==> config.mk <==
export PLATFORM = sky130hd
export DESIGN_NAME = mem_access_sequencer
export DESIGN_NICKNAME = d
export VERILOG_FILES = /design/src/rtl/mem_access_sequencer.sv
export SDC_FILE = /design/constraint.sdc
export NUM_CORES = 1
export LEC_CHECK = 0
export CAP_MARGIN = 20
export CORE_ASPECT_RATIO = 0.9
export CORE_MARGIN = 2
export CORE_UTILIZATION = 45
export CTS_CLUSTER_SIZE = 8
export DETAILED_ROUTE_END_ITERATION = 10
export PLACE_DENSITY = 0.8
export SYNTH_ARGS = -nofsm -noshare
export SYNTH_HDL_FRONTEND = slang
export SYNTH_SLANG_ARGS = --single-unit
==> constraint.sdc <==
create_clock -name clock -period 1.9 [get_ports clock]
set_input_delay 0.38 -clock clock [delete_from_list [all_inputs] [get_ports clock]]
set_output_delay 0.38 -clock clock [all_outputs]
set_load 0.05 [all_outputs]
==> src/rtl/mem_access_sequencer.sv <==
// Multi-cycle memory access sequencer: arbitrates instruction fetch and data
// load/store onto a single memory port with programmable wait states,
// little-endian byte-lane steering, load extension and misalignment faults.
module mem_access_sequencer #(
  parameter int unsigned ADDR_WIDTH  = 32,
  parameter int unsigned DATA_WIDTH  = 32,
  parameter int unsigned INSTR_WIDTH = 16,
  parameter int unsigned WAIT_STATES = 1
) (
  input  logic                        clock,
  input  logic                        reset,
  input  logic                        fetch_req,
  input  logic [ADDR_WIDTH-1:0]       fetch_addr,
  output logic [INSTR_WIDTH-1:0]      fetch_data,
  output logic                        fetch_ready,
  input  logic                        data_req,
  input  logic                        data_we,
  input  logic [1:0]                  data_size,
  input  logic                        data_signed,
  input  logic [ADDR_WIDTH-1:0]       data_addr,
  input  logic [DATA_WIDTH-1:0]       data_wdata,
  output logic [DATA_WIDTH-1:0]       data_rdata,
  output logic                        data_ready,
  output logic                        data_fault,
  output logic [ADDR_WIDTH-1:0]       mem_addr,
  output logic [DATA_WIDTH/8-1:0]     mem_be,
  output logic [DATA_WIDTH-1:0]       mem_wdata,
  input  logic [DATA_WIDTH-1:0]       mem_rdata,
  output logic                        busy
);

  localparam int unsigned LANES = DATA_WIDTH / 8;
  localparam int unsigned OFFW  = $clog2(LANES);
  localparam int unsigned CNTW  = 4;
  localparam logic [CNTW-1:0] CNT_LAST = CNTW'(WAIT_STATES);
  localparam logic [CNTW-1:0] CNT_PRE  = CNTW'(WAIT_STATES - 1);

  typedef enum logic [1:0] {
    IDLE   = 2'd0,
    ACCESS = 2'd1,
    DONE   = 2'd2
  } state_t;

  state_t                  state;
  logic [CNTW-1:0]         cnt;
  logic [OFFW-1:0]         lat_off;
  logic [1:0]              lat_size;
  logic                    lat_signed;
  logic                    lat_we;
  logic                    lat_is_data;
  logic                    lat_fault;
  logic [DATA_WIDTH-1:0]   lat_wdata;
  logic [DATA_WIDTH-1:0]   rbuf;

  logic                    take_data_c;
  logic                    take_fetch_c;
  logic                    data_misaligned_c;

  // Byte enables for an access of the given size at lane offset k.
  function automatic logic [LANES-1:0] lane_be(input logic [OFFW-1:0] k,
                                               input logic [1:0] size);
    case (size)
      2'd0:    lane_be = LANES'(1) << k;
      2'd1:    lane_be = LANES'(3) << k;
      default: lane_be = LANES'(15) << k;
    endcase
  endfunction

  // Right-aligned store data moved onto its byte lanes; bytes go to every lane.
  function automatic logic [DATA_WIDTH-1:0] lane_wdata(input logic [OFFW-1:0] k,
                                                       input logic [1:0] size,
                                                       input logic [DATA_WIDTH-1:0] wd);
    case (size)
      2'd0:    lane_wdata = {LANES{wd[7:0]}};
      2'd1:    lane_wdata = DATA_WIDTH'(wd[15:0]) << {k, 3'b000};
      default: lane_wdata = DATA_WIDTH'(wd[31:0]) << {k, 3'b000};
    endcase
  endfunction

  // Selected lanes right-aligned, upper bits sign- or zero-filled.
  function automatic logic [DATA_WIDTH-1:0] load_ext(input logic [DATA_WIDTH-1:0] rd,
                                                     input logic [OFFW-1:0] k,
                                                     input logic [1:0] size,
                                                     input logic sgn);
    logic [DATA_WIDTH-1:0] sh;
    int unsigned           nb;
    logic                  fill;
    sh   = rd >> {k, 3'b000};
    nb   = (size == 2'd0) ? 8 : ((size == 2'd1) ? 16 : 32);
    fill = sgn & sh[nb-1];
    for (int unsigned i = 0; i < DATA_WIDTH; i++) begin
      if (i >= nb) sh[i] = fill;
    end
    load_ext = sh;
  endfunction

  // Request qualification: a request is ignored while its own ready pulse is out.
  always_comb begin
    take_data_c       = data_req & ~data_ready;
    take_fetch_c      = fetch_req & ~fetch_ready & ~take_data_c;
    data_misaligned_c = (data_size == 2'd3) ||
                        ((data_size == 2'd1) && data_addr[0]) ||
                        ((data_size == 2'd2) && (data_addr[1:0] != 2'b00));
  end

  // Sequencer FSM with registered handshake and memory-side outputs.
  always_ff @(posedge clock or negedge reset) begin
    if (!reset) begin
      state       <= IDLE;
      cnt         <= '0;
      lat_off     <= '0;
      lat_size    <= '0;
      lat_signed  <= 1'b0;
      lat_we      <= 1'b0;
      lat_is_data <= 1'b0;
      lat_fault   <= 1'b0;
      lat_wdata   <= '0;
      rbuf        <= '0;
      fetch_data  <= '0;
      fetch_ready <= 1'b0;
      data_rdata  <= '0;
      data_ready  <= 1'b0;
      data_fault  <= 1'b0;
      mem_addr    <= '0;
      mem_be      <= '0;
      mem_wdata   <= '0;
      busy        <= 1'b0;
    end else begin
      fetch_ready <= 1'b0;
      data_ready  <= 1'b0;
      data_fault  <= 1'b0;
      mem_be      <= '0;
      mem_wdata   <= '0;
      case (state)
        IDLE: begin
          cnt <= '0;
          if (take_data_c) begin
            lat_off     <= data_addr[OFFW-1:0];
            lat_size    <= data_size;
            lat_signed  <= data_signed;
            lat_we      <= data_we;
            lat_is_data <= 1'b1;
            lat_wdata   <= data_wdata;
            busy        <= 1'b1;
            if (data_misaligned_c) begin
              lat_fault <= 1'b1;
              state     <= DONE;
            end else begin
              lat_fault <= 1'b0;
              state     <= ACCESS;
              mem_addr  <= {data_addr[ADDR_WIDTH-1:OFFW], OFFW'(0)};
              if ((CNT_LAST == '0) && data_we) begin
                mem_be    <= lane_be(data_addr[OFFW-1:0], data_size);
                mem_wdata <= lane_wdata(data_addr[OFFW-1:0], data_size, data_wdata);
              end
            end
          end else if (take_fetch_c) begin
            lat_off     <= {fetch_addr[OFFW-1:1], 1'b0};
            lat_size    <= 2'd1;
            lat_signed  <= 1'b0;
            lat_we      <= 1'b0;
            lat_is_data <= 1'b0;
            lat_fault   <= 1'b0;
            busy        <= 1'b1;
            state       <= ACCESS;
            mem_addr    <= {fetch_addr[ADDR_WIDTH-1:OFFW], OFFW'(0)};
          end
        end
        ACCESS: begin
          if (cnt == CNT_LAST) begin
            rbuf  <= mem_rdata;
            state <= DONE;
          end else begin
            cnt <= cnt + CNTW'(1);
            if ((cnt == CNT_PRE) && lat_we) begin
              mem_be    <= lane_be(lat_off, lat_size);
              mem_wdata <= lane_wdata(lat_off, lat_size, lat_wdata);
            end
          end
        end
        DONE: begin
          state <= IDLE;
          busy  <= 1'b0;
          cnt   <= '0;
          if (lat_is_data) begin
            data_ready <= 1'b1;
            data_fault <= lat_fault;
            if (!lat_fault && !lat_we) begin
              data_rdata <= load_ext(rbuf, lat_off, lat_size, lat_signed);
            end
          end else begin
            fetch_ready <= 1'b1;
            fetch_data  <= INSTR_WIDTH'(rbuf >> {lat_off, 3'b000});
          end
        end
        default: begin
          state <= IDLE;
          busy  <= 1'b0;
        end
      endcase
    end
  end

endmodule

# After elaboration in Yosys (flattened, before gate mapping)

Cells that the tools add are included.

Register bits after elaboration: 198
Bits of input ports: 136
Output and inout bits: 120
Logic and storage cells: 176

$add $sub $neg: 2
Magnitude comparators: 33
Eq/ne operators: 11
Shift-type cells: 6
Mux-type cells: 72
Bitwise gates (word level): 9
Reduce and logical (&&, ||, !) cells: 24

Operator list:

| cell                                                         | count |
|---|---|
| 2-to-1 mux 32 bit                                            | 6 |
| >= comparator 5 x 6 -> 1 bit (first input constant)          | 16 |
| one-hot mux 32 bit (2 select lines)                          | 1 |
| >= comparator 4 x 6 -> 1 bit (first input constant)          | 8 |
| 2-to-1 mux 1 bit                                             | 47 |
| less-than comparator 32 x 6 -> 1 bit (second input constant) | 1 |
| << shifter 16 x 5 -> 32 bit                                  | 1 |
| << shifter 32 x 5 -> 32 bit                                  | 1 |
| right shift 32 x 5 -> 32 bit                                 | 1 |
| >= comparator 3 x 6 -> 1 bit (first input constant)          | 4 |
| 2-to-1 mux 4 bit                                             | 4 |
| one-hot mux 4 bit (2 select lines)                           | 2 |
| 2-to-1 mux 2 bit                                             | 7 |
| AND reduction 2 bit                                          | 7 |
| >= comparator 1 x 6 -> 1 bit (first input constant)          | 2 |
| >= comparator 2 x 6 -> 1 bit (first input constant)          | 2 |
| 2-to-1 mux 6 bit                                             | 2 |
| subtractor 6 x 1 -> 7 bit (second input constant)            | 1 |
| equality test 2 x 1 -> 1 bit (second input constant)         | 3 |
| equality test 2 bit (second input constant)                  | 3 |
| inequality test 2 bit (second input constant)                | 3 |
| AND reduction 3 bit                                          | 2 |
| nonzero test 2 bit                                           | 3 |
| binary-select mux 1 bit (select 5 bit)                       | 1 |
| 16 further kinds                                             | 29 |

# Longest topological paths before layout

Gate-level depths: netlist (run 1).

Depth in word-level cells: 8
Mapped depth: 7
Depth with buffers taken out: 6

# Worst setup path before layout (run 1)

Ideal clock, no wire load.

Path type: reg-to-reg
Start point: register data_ready
End point: register mem_addr[22]
Library setup time: 128 ps
Arrival time: 1909 ps
Data required time: 1772 ps
Setup slack: -137 ps
Stages on the path, launching flop included: 6
Path buffers: 2
Period minus slack after synthesis: 2037 ps
Cells stage by stage: dfrtp_1 -> nand2b_1 -> buf_2 -> clkbuf_1 -> mux2_2 -> mux2_1

Longest elaborated chain between the ends: 6
Elaborated cells between the ends (all ways): 8
Classes of those cells: eq/ne: 1; mux: 1; bitwise: 4; reduce/logical: 2

Ends and longest elaborated chain:

| what                                 | RTL line | source |
|---|---|---|
| start: declaration                   | 23       | `output logic data_ready,` |
| start signal: assignment             | 122      | `data_ready <= 1'b0;` |
| start signal: assignment             | 130      | `data_ready <= 1'b0;` |
| start signal: assignment             | 186      | `data_ready <= 1'b1;` |
| NOT 1 bit *                          | 99       | `take_data_c = data_req & ~data_ready;` |
| AND 1 bit *                          | 99       |  |
| NOT 1 bit                            | 100      | `take_fetch_c = fetch_req & ~fetch_ready & ~take_data_c;` |
| AND 1 bit                            | 100      |  |
| nonzero test 2 bit (no source line)  | --       |  |
| AND reduction 3 bit (no source line) | --       |  |
| end signal: assignment               | 151      | `mem_addr <= {data_addr[ADDR_WIDTH-1:OFFW], OFFW'(0)};` |
| end signal: assignment               | 166      | `mem_addr <= {fetch_addr[ADDR_WIDTH-1:OFFW], OFFW'(0)};` |
| end: declaration                     | 25       | `output logic [ADDR_WIDTH-1:0] mem_addr,` |

Mark *: on every way between the ends. The rest lies on a longest branch, timed or not.
A chain may end at the register's enable or synchronous reset.

# Worst setup path after layout (run 1)

Start point: register cnt[0]
End point: register mem_wdata[0]

Longest elaborated chain between the ends: 5
Elaborated cells between the ends (all ways): 6
Classes of those cells: eq/ne: 1; mux: 3; reduce/logical: 2

Ends and longest elaborated chain:

| what                     | RTL line | source |
|---|---|---|
| start: declaration       | 45       | `logic [CNTW-1:0] cnt;` |
| start signal: assignment | 174      | `cnt <= cnt + CNTW'(1);` |
| zero test 4 bit          | 175      | `if ((cnt == CNT_PRE) && lat_we) begin` |
| logical AND 1 bit        | 175      |  |
| 2-to-1 mux 32 bit        | 175      |  |
| 2-to-1 mux 32 bit *      | 170      | `if (cnt == CNT_LAST) begin` |
| 2-to-1 mux 32 bit *      | 134      | `case (state)` |
| end signal: assignment   | 154      | `mem_wdata <= lane_wdata(data_addr[OFFW-1:0], data_size, data_wdata);` |
| end signal: assignment   | 177      | `mem_wdata <= lane_wdata(lat_off, lat_size, lat_wdata);` |
| end: declaration         | 27       | `output logic [DATA_WIDTH-1:0] mem_wdata,` |

Marked as above.

==> results.tsv, run 1 <==
metric	value	unit
status	finished, final reports clean	
insertion delay to the later sink of the worst-skew pair	430	ps
Async SR Flop Fraction	1.000	
vias after detailed routing	6594	
clk sink count	196	
Worst path slowest cell	or4b_4	
Reg area	4908	µm²
Area growth, synth to finish	38.92	%
drt total wl	23130	µm
Num CTS Buffers	17	
CTS root buffer	clkbuf_16	
Final WS setup	52.50	ps
dpl hpwl	16900	µm
first-pass GRT wire length	36240	µm
critical path arrival	2210	ps
RePlAce Congestion	0.8450	
simple-gate share of the synthesized area	0.08579	
worst slew pin tran	767.1	ps
drt drc	0	
area leader, netlist	dfrtp_1	
Bufs on Longest Clock Path	2	
CP max FO	8	
fin nets	1128	
Post-CTS Repair Setup Buffers	0	
Mapped Area	8780	µm²
CP Cell Sequence	inv_1 -> ha_2 -> nand4bb_4 -> or4b_4 -> nor2_2 -> buf_12 -> and2_1	
Crit path max-delay family	simple AND/OR/NAND/NOR gates	
grt ovf	0	
Post-Syn Area per Cell	12.11	µm²
DRT Pass-1 Iters	4	
Final Util	0.6366	
layout cells sized above 1	0.2325	
RSZ-0062 raised after global routing	true	
largest family of logic cells by synthesized area	multiplexers	
Reg2Reg Launch Point	cnt[0]$_DFFE_PN0P_	
standby leakage power	0.005539	µW
Std-Cell Rows	48	
FF-to-FF End	mem_wdata[0]$_DFF_PN0_	
Starting Density	0.4583	
critical path endpoint category	flop	
CP Buf/Inv Count	2	
Tcrit/Tclk final	0.9724	
vias in the first global route	6774	
Fin Hold WS	418.5	ps
Vias/cell	5.267	
post-synthesis xor/xnor area fraction	0.003990	
max-cap viol count	0	
Total GRT Usage	0.2302	
multi-input logic area	3623	µm²
hold crit path type	input pin to asynchronous set/reset pin	
largest net degree at the start of global routing	55	
port bufs	252	
Detailed Route Iter0 Violations	338	
DIE AREA	20650	µm²
Die Ht	136.5	µm
clock-pin transition on the worst setup and hold timing paths	70	ps
Power Total	21540	µW
Synth Flop Type	dfrtp_1	
Post-synth EDFFs	0	
Startpoint Class	flop	
max-slew violations	0	
Worst Path Class, Setup	flop to flop	
Reg2Reg Setup Slack	50	ps
sequential area share after synthesis	0.5586	
TritonCTS clock tree	done	
CP peak stage delay	510	ps
Ys Warns	0	
Synth Area in Adders	0.004275	
DIE WIDTH	151.2	µm
Ports	256	
min cycle time layout	1847	ps
Max Clk Rate	541.3	MHz
initial antenna violation count	0	
multiplexer share of the synthesized area	0.2196	
Area contributors post-synth	dfrtp_1 56%, mux2_1 10%, mux2_2 9.1%	
Final setup viols	0	
antenna fix cells	0	
relative slew slack	0.4867	
Final Hold Violating Endpoints	0	
Mapped Cells	725	
Setup WS pre-CTS	-279.1	ps
fill count	1540	
wire per inst	18.48	µm
Setup Skew	11.53	ps
Core Area	19160	µm²
Unique masters post-synth	50	
#FFs+latches synth	196	
H-tree levels	4	
Synth Area in Compound Gates	0.09619	
Synth top area share	0.5586	
post-route ant nets	0	
PD cells	1766	nW/µm²
Peak VDD IR	1.030	mV
WP data required	2270	ps
worst r2r path cells	7	
[report_power, final]
group / internal (µW) / switching (µW) / leakage, µW / total [µW]
Combinational: 4110 / 6740 / 0.00284 / 10800
Sequential: 5920 / 1280 / 0.00242 / 7210
Clock: 1750 / 1740 / 0.000274 / 3480
[per-stage QoR]
stage	cell area (µm²)	TNS [ps]	instances
2_1_floorplan	8786	0	726
3_3_place_gp	11680	-13830	1219
3_5_place_dp	11680	-14220	1219
4_1_cts	12190	0	1252
5_1_grt	12200	-76.52	1252
6_report	12200	0	1252
[cell families (layout without fill, tap and decap cells)]
| family | count (synthesis) | count (layout) |
|---|---|---|
| flip-flops | 196 | 196 |
| multiplexers | 174 | 174 |
| other | 1 | 2 |
| AND/OR/NAND/NOR | 149 | 149 |
| buffers and inverters | 58 | 334 |
| XOR/XNOR | 4 | 4 |
| adder cells (fa/ha/maj) | 3 | 3 |
| AO/OA/AOI/OAI | 140 | 140 |
[layout make-up]
| class | instances | area share |
|---|---|---|
| flip-flops and latches | 196 | 0.4024 |
| multi-input cells | 472 | 0.2971 |
| repair buffers | 295 | 0.2263 |
| clock buffers | 18 | 0.03519 |
| well taps | 250 | 0.02565 |
| clock inverters | 14 | 0.01118 |
| inverters | 7 | 0.002154 |
[registers in the layout, summed over array words and instances (netlist names), 4 cells and up]
| name | flops |
|---|---|
| cnt | 4 |
| data_rdata | 32 |
| mem_wdata | 32 |
| fetch_data | 16 |
| mem_addr | 30 |
| mem_be | 4 |
| rbuf | 32 |
| lat_wdata | 32 |
[synthesized netlist by cell type, drive strengths merged (7+ instances only)]
| library cell | number |
|---|---|
| dfrtp | 196 |
| mux2 | 149 |
| nor2 | 64 |
| a21oi | 56 |
| o21ai | 46 |
| nand2 | 43 |
| buf | 33 |
| mux2i | 25 |
| clkbuf | 18 |
| and2 | 12 |
| nand3b | 10 |
| a21o | 9 |
| a22oi | 9 |
| a221o | 8 |
| inv | 7 |
[metal layers]
| metal | global-route usage | vias up | wire, µm |
|---|---|---|---|
| li1 | - | 3067 | - |
| met1 | 0.3159 | 3255 | 10270 |
| met2 | 0.3572 | 251 | 10700 |
| met3 | 0.07100 | 21 | 1874 |
| met4 | 0.06023 | 0 | 287 |
| met5 | 0 | - | 0 |
[repair_timing]
item | CTS | global route
setup endpoints to repair | 53 | 12
hold buffers | 1 | 0
gates resized for setup | 53 | 3
endpoints found under the hold margin | 31 | 0
pin swaps | 0 | 0
[cells in the final DEF, fill, tap and decap left out, drive strengths merged, types with 12 or more instances in the layout]
master / n
o21ai: 46
a21oi: 56
nor2: 64
dfrtp: 196
and2: 12
nand2: 43
clkdlybuf4s50: 133
dlygate4sd2: 53
mux2i: 25
mux2: 149
inv: 15
clkbuf: 19
buf: 107
[worst max path at each step]
stage                               startpoint                        to  cells past startpoint
final                       cnt[0]$_DFFE_PN0P_    mem_wdata[0]$_DFF_PN0_                      7
after global routing        cnt[0]$_DFFE_PN0P_       mem_be[2]$_DFF_PN0_                      6
after detailed placement              data_req   mem_addr[3]$_DFFE_PN0P_                      6
after global placement                data_req  mem_addr[27]$_DFFE_PN0P_                      6
after CTS                   cnt[0]$_DFFE_PN0P_    mem_wdata[4]$_DFF_PN0_                      7
after floorplan           data_ready$_DFF_PN0_  mem_addr[10]$_DFFE_PN0P_                      5
Note: power is estimated with default switching activity, not from simulation.
==> run 2: changes to the inputs <==
--- a/config.mk
+++ b/config.mk
@@ -5,13 +5,14 @@
 export SDC_FILE = /design/constraint.sdc
 export NUM_CORES = 1
 export LEC_CHECK = 0
+export ABC_AREA = 1
 export CAP_MARGIN = 20
 export CORE_ASPECT_RATIO = 0.9
 export CORE_MARGIN = 2
 export CORE_UTILIZATION = 45
 export CTS_CLUSTER_SIZE = 8
 export DETAILED_ROUTE_END_ITERATION = 10
-export PLACE_DENSITY = 0.8
+export PLACE_DENSITY = 0.81
 export SYNTH_ARGS = -nofsm -noshare
 export SYNTH_HDL_FRONTEND = slang
 export SYNTH_SLANG_ARGS = --single-unit
==> results.tsv, run 2 <==
metric	value	unit
TritonCTS clock tree	done	
status	finished, final reports clean	
DIE WIDTH	148.5	µm
#FFs+latches synth	196	
first-pass GRT wire length	38320	µm
largest net degree at the start of global routing	54	
Reg2Reg Setup Slack	150	ps
Num CTS Buffers	17	
drt drc	0	
RSZ-0062 raised after global routing	false	
clk sink count	196	
fill count	1550	
critical path endpoint category	flop	
Std-Cell Rows	47	
initial antenna violation count	0	
dpl hpwl	17960	µm
most numerous cell in the Yosys netlist	nand2_1	
Area contributors post-synth	dfrtp_1 58%, nand2_1 12%, nor2_1 5.2%	
DRT Pass-1 Iters	6	
Core Area	18410	µm²
Ports	256	
Fin Hold WS	461.4	ps
Tcrit/Tclk final	0.9227	
insertion delay to the later sink of the worst-skew pair	430	ps
area leader, netlist	dfrtp_1	
WP data required	2230	ps
standby leakage power	0.005662	µW
setup TNS	0	ps
Max Clk Rate	570.4	MHz
commonest non-fill, non-tap cell in the layout	nand2_1	
Async SR Flop Fraction	1.000	
Area growth, synth to finish	39.86	%
Ys Warns	0	
clock-pin transition on the worst setup and hold timing paths	70	ps
Mapped Cells	959	
Detailed Route Iter0 Violations	572	
vias in the first global route	7294	
most frequent cells in the layout	262 x nand2_1, 195 x dfrtp_1, 133 x clkdlybuf4s50_1	
max-slew violations	0	
antenna fix cells	0	
Bufs on Longest Clock Path	2	
Post-synth EDFFs	0	
Total GRT Usage	0.2487	
CP max FO	10	
H-tree levels	4	
Synth top area share	0.5802	
fin nets	1356	
Worst Path Class, Setup	flop to flop	
Placed Cells incl. Taps	1439	
Unique masters post-synth	29	
Post-Syn Area per Cell	8.815	µm²
critical path arrival	2080	ps
Post-synth top cells	262 x nand2_1, 196 x dfrtp_1, 116 x nor2_1	
Setup Skew	11.61	ps
drt total wl	24240	µm
Post-Layout Cell Count	1475	
Peak VDD IR	1.129	mV
max-cap viol count	0	
PD cells	1802	nW/µm²
DIE AREA	19900	µm²
Power Total	21300	µW
worst slew pin tran	767.5	ps
min cycle time layout	1753	ps
Final setup viols	0	
RePlAce Congestion	0.9207	
grt ovf	0	
worst r2r path cells	7	
port bufs	252	
Synth Flop Type	dfrtp_1	
layout cells sized above 1	0.1626	
Die Ht	134.0	µm
FF-to-FF End	mem_wdata[22]$_DFF_PN0_	
Reg2Reg Launch Point	cnt[0]$_DFFE_PN0P_	
relative slew slack	0.4864	
Final Hold Violating Endpoints	0	
CTS root buffer	clkbuf_16	
wire per inst	16.43	µm
sequential area share after synthesis	0.5802	
vias after detailed routing	7665	
post-route ant nets	0	
Vias/cell	5.197	
Startpoint Class	flop	
hold crit path type	input pin to asynchronous set/reset pin	
Starting Density	0.4592	
Mapped Area	8453	µm²
run 2: layout make-up:
cell class | count | area, µm² | area share
Sequential cell | 196 | 4906 | 0.4150
Timing Repair inverter | 1 | 7.507 | 0.0006350
Tap cell | 245 | 306.5 | 0.02593
Clock inverter | 13 | 141.4 | 0.01196
Clock buffer | 19 | 442.9 | 0.03746
Multi-Input combinational cell | 658 | 3119 | 0.2638
Inverter | 50 | 191.4 | 0.01619
Timing Repair Buffer | 293 | 2708 | 0.2290
run 2: per-layer routing:
metal | GRT usage | wire [µm] | part of all wire
met3 | 0.07415 | 2234 | 0.092
met1 | 0.3427 | 10170 | 0.42
met4 | 0.08519 | 619 | 0.026
met2 | 0.3786 | 11210 | 0.46
met5 | 0 | 0 | 0
run 2: critical path, cell delays in order, from the launching register on:
cell	delay (ps)
dfrtp_1	450
ha_1	260
nand2_1	110
nand2_1	160
nor2_4	150
buf_12	140
o21ai_0	150
a31oi_1	240
run 2: kinds of logic after synthesis:
| logic type | Yosys count | synth area share |
|---|---|---|
| adders and majority gates | 3 | 0.004441 |
| xor gates and xnor gates | 1 | 0.001036 |
| DFF | 196 | 0.5802 |
| other | 1 | 0.0004436 |
| buffers and inverters | 106 | 0.05269 |
| muxes | 21 | 0.02798 |
| and+or+nand+nor | 427 | 0.2004 |
| AOI/OAI and AO/OA | 204 | 0.1328 |
run 2: what timing repair did:
action                                  in CTS  in global routing
endpoints found under the hold margin       36                  0
hold buffers                                 1                  0
cloned                                       0                  1
buffers inserted                             0                  2
resized for setup                           33                  7
endpoints found under the setup margin      33                 13
run 2: per-stage QoR:
step | area (µm²) | worst slack (ps) | util
finish | 11820 | 147.0 | 0.6423
global placement | 11230 | 79.44 | 0.6101
floorplan | 8457 | 225.7 | -
detailed placement | 11230 | 56.98 | 0.6101
CTS | 11780 | 141.4 | 0.6401
global route | 11820 | 39.84 | 0.6423
run 2: report_power, final:
part,switching (µW),leakage [µW],internal [µW]
sequential,1150,0.00242,5870
combinational,7320,0.00296,3410
clock,1660,0.000276,1890
run 2: worst max-delay path by stage:
stage	cells past startpoint	startpoint	slack, ps	end
final	7	cnt[0]$_DFFE_PN0P_	150	mem_wdata[22]$_DFF_PN0_
after global routing	7	cnt[0]$_DFFE_PN0P_	40	mem_wdata[17]$_DFF_PN0_
after CTS	8	lat_off[0]$_DFFE_PN0P_	140	data_rdata[13]$_DFFE_PN0P_
after detailed placement	10	data_req	60	mem_addr[24]$_DFFE_PN0P_
after global placement	10	data_req	80	mem_addr[30]$_DFFE_PN0P_
after floorplan	10	data_ready$_DFF_PN0_	230	mem_addr[22]$_DFFE_PN0P_
==> run 3: changes to the inputs <==
==> constraint.sdc (replaced) <==
create_clock -name clock -period 1.9 [get_ports clock]
set_input_delay 0.38 -clock clock [delete_from_list [all_inputs] [get_ports clock]]
set_output_delay 0.38 -clock clock [all_outputs]
set_load 0.005 [all_outputs]
==> results.tsv, run 3 (synthesized netlist as in run 2, its figures left out) <==
metric	value	unit
status	finished, final reports clean	
Tcrit/Tclk final	0.9312	
critical path endpoint category	flop	
vias in the first global route	7322	
standby leakage power	0.005515	µW
hold crit path type	input pin to asynchronous set/reset pin	
CP Cell Sequence	ha_1 -> nand2_1 -> nand2_1 -> nor2_4 -> buf_12 -> o21ai_0 -> a31oi_1	
Core Area	18410	µm²
wire per inst	16.60	µm
fill count	1504	
Post-CTS Repair Setup Buffers	0	
grt ovf	0	
post-route ant nets	0	
CP Buf/Inv Count	1	
Worst path slowest cell	dfrtp_1	
Detailed Route Iter0 Violations	606	
worst slew pin tran	739.6	ps
Vias/cell	5.224	
final instance area	12200	µm²
Final Hold Violating Endpoints	0	
Post-Layout Cell Count	1476	
Die Ht	134.0	µm
Placed Cells incl. Taps	1442	
CP startpoint	cnt[0]$_DFFE_PN0P_	
Starting Density	0.4592	
Num CTS Buffers	17	
clock-pin transition on the worst setup and hold timing paths	70	ps
dpl hpwl	18010	µm
largest net degree at the start of global routing	52	
DIE WIDTH	148.5	µm
DRT Pass-1 Iters	6	
Peak VDD IR	1.042	mV
drt total wl	24500	µm
Setup WS pre-CTS	16.72	ps
vias after detailed routing	7710	
Worst Path Class, Setup	flop to flop	
insertion delay to the later sink of the worst-skew pair	430	ps
commonest non-fill, non-tap cell in the layout	nand2_1	
most frequent CP cell	nand2_1	
first-pass GRT wire length	38580	µm
Final WS setup	130.6	ps
WP data required	2220	ps
most frequent cells in the layout	262 x nand2_1, 251 x clkdlybuf4s50_1, 196 x dfrtp_1	
min cycle time layout	1769	ps
Final setup viols	0	
Startpoint Class	flop	
CTS root buffer	clkbuf_16	
Ports	256	
clk sink count	196	
initial antenna violation count	1	
TritonCTS clock tree	done	
drt drc	0	
Std-Cell Rows	47	
CP peak stage delay	440	ps
placed inst area	11490	µm²
Reg2Reg Launch Point	cnt[0]$_DFFE_PN0P_	
RePlAce Congestion	0.9255	
H-tree levels	4	
PD cells	1573	nW/µm²
Final Util	0.6626	
setup TNS	0	ps
relative slew slack	0.5051	
CP max FO	10	
Max Clk Rate	565.2	MHz
max-slew violations	0	
critical path arrival	2090	ps
Total GRT Usage	0.2493	
Area growth, synth to finish	44.27	%
RSZ-0062 raised after global routing	false	
Setup Skew	12.02	ps
Bufs on Longest Clock Path	2	
DIE AREA	19900	µm²
Crit path max-delay family	flip-flops	
port bufs	252	
layout cells sized above 1	0.09106	
max-cap viol count	0	
fin nets	1356	
## run 3: cell count changes in the layout (fill, tap and decap cells not counted), moves of 2 or more
cell / change
clkdlybuf4s50_1: +118
buf_4: -86
dlygate4sd2_1: -33
bufinv_16: +5
inv_6: -5
clkinvlp_4: -3
buf_12: +2
## run 3: what timing repair did
| item | in CTS | in global routing |
|---|---|---|
| hold buffers | 1 | 0 |
| setup endpoints to repair | 0 | 2 |
| resized for setup | 0 | 2 |
| hold endpoints to repair | 29 | 0 |
## run 3: area by class of cell
class	count	area (µm²)	share of cell area
sequential	196	4905	0.4022
multi-input combinational	658	3117	0.2556
timing repair buffer	294	2994	0.2455
clock buffer	20	456.7	0.03745
tap	245	306.5	0.02514
clock inverter	12	226.5	0.01857
inverter	50	187.7	0.01539
antenna	1	2.502	0.0002052
## run 3: where the power goes
| part | switching (µW) | leakage (µW) | total (µW) | internal, µW |
|---|---|---|---|---|
| Sequential | 1140 | 0.00243 | 7010 | 5870 |
| Clock | 1580 | 0.000326 | 4120 | 2550 |
| Combinational | 4220 | 0.00276 | 8040 | 3820 |
## run 3: final timing paths
| check | endpoint | slack [ps] | depth (start not counted) |
|---|---|---|---|
| setup / recovery | mem_wdata[22]$_DFF_PN0_ | 130 | 7 |
| hold / removal | mem_addr[2]$_DFFE_PN0P_ | 410 | 2 |
| setup reg to reg | mem_wdata[22]$_DFF_PN0_ | 130 | 7 |
| hold reg to reg | lat_wdata[31]$_DFFE_PN0P_ | 470 | 2 |
| max in group asynchronous | mem_wdata[10]$_DFF_PN0_ | 860 | 3 |
| min in group clock | lat_wdata[31]$_DFFE_PN0P_ | 470 | 2 |
## run 3: stage by stage
stage / hold slack [ps] / power (µW)
2_1_floorplan: 84.41 / 10930
3_3_place_gp: 306.8 / 14740
3_5_place_dp: 304.4 / 15000
4_1_cts: 404.8 / 19180
5_1_grt: 443.0 / 20370
6_report: 407.5 / 19180
## run 3: metal layers
layer  vias to the layer above  global-route usage  wire, µm
met1                      3611              0.3401     10320
li1                       3660                   -         -
met5                         -                   0         0
met3                        36             0.05408      2019
met4                         0             0.08148       549
met2                       403              0.4007     11610
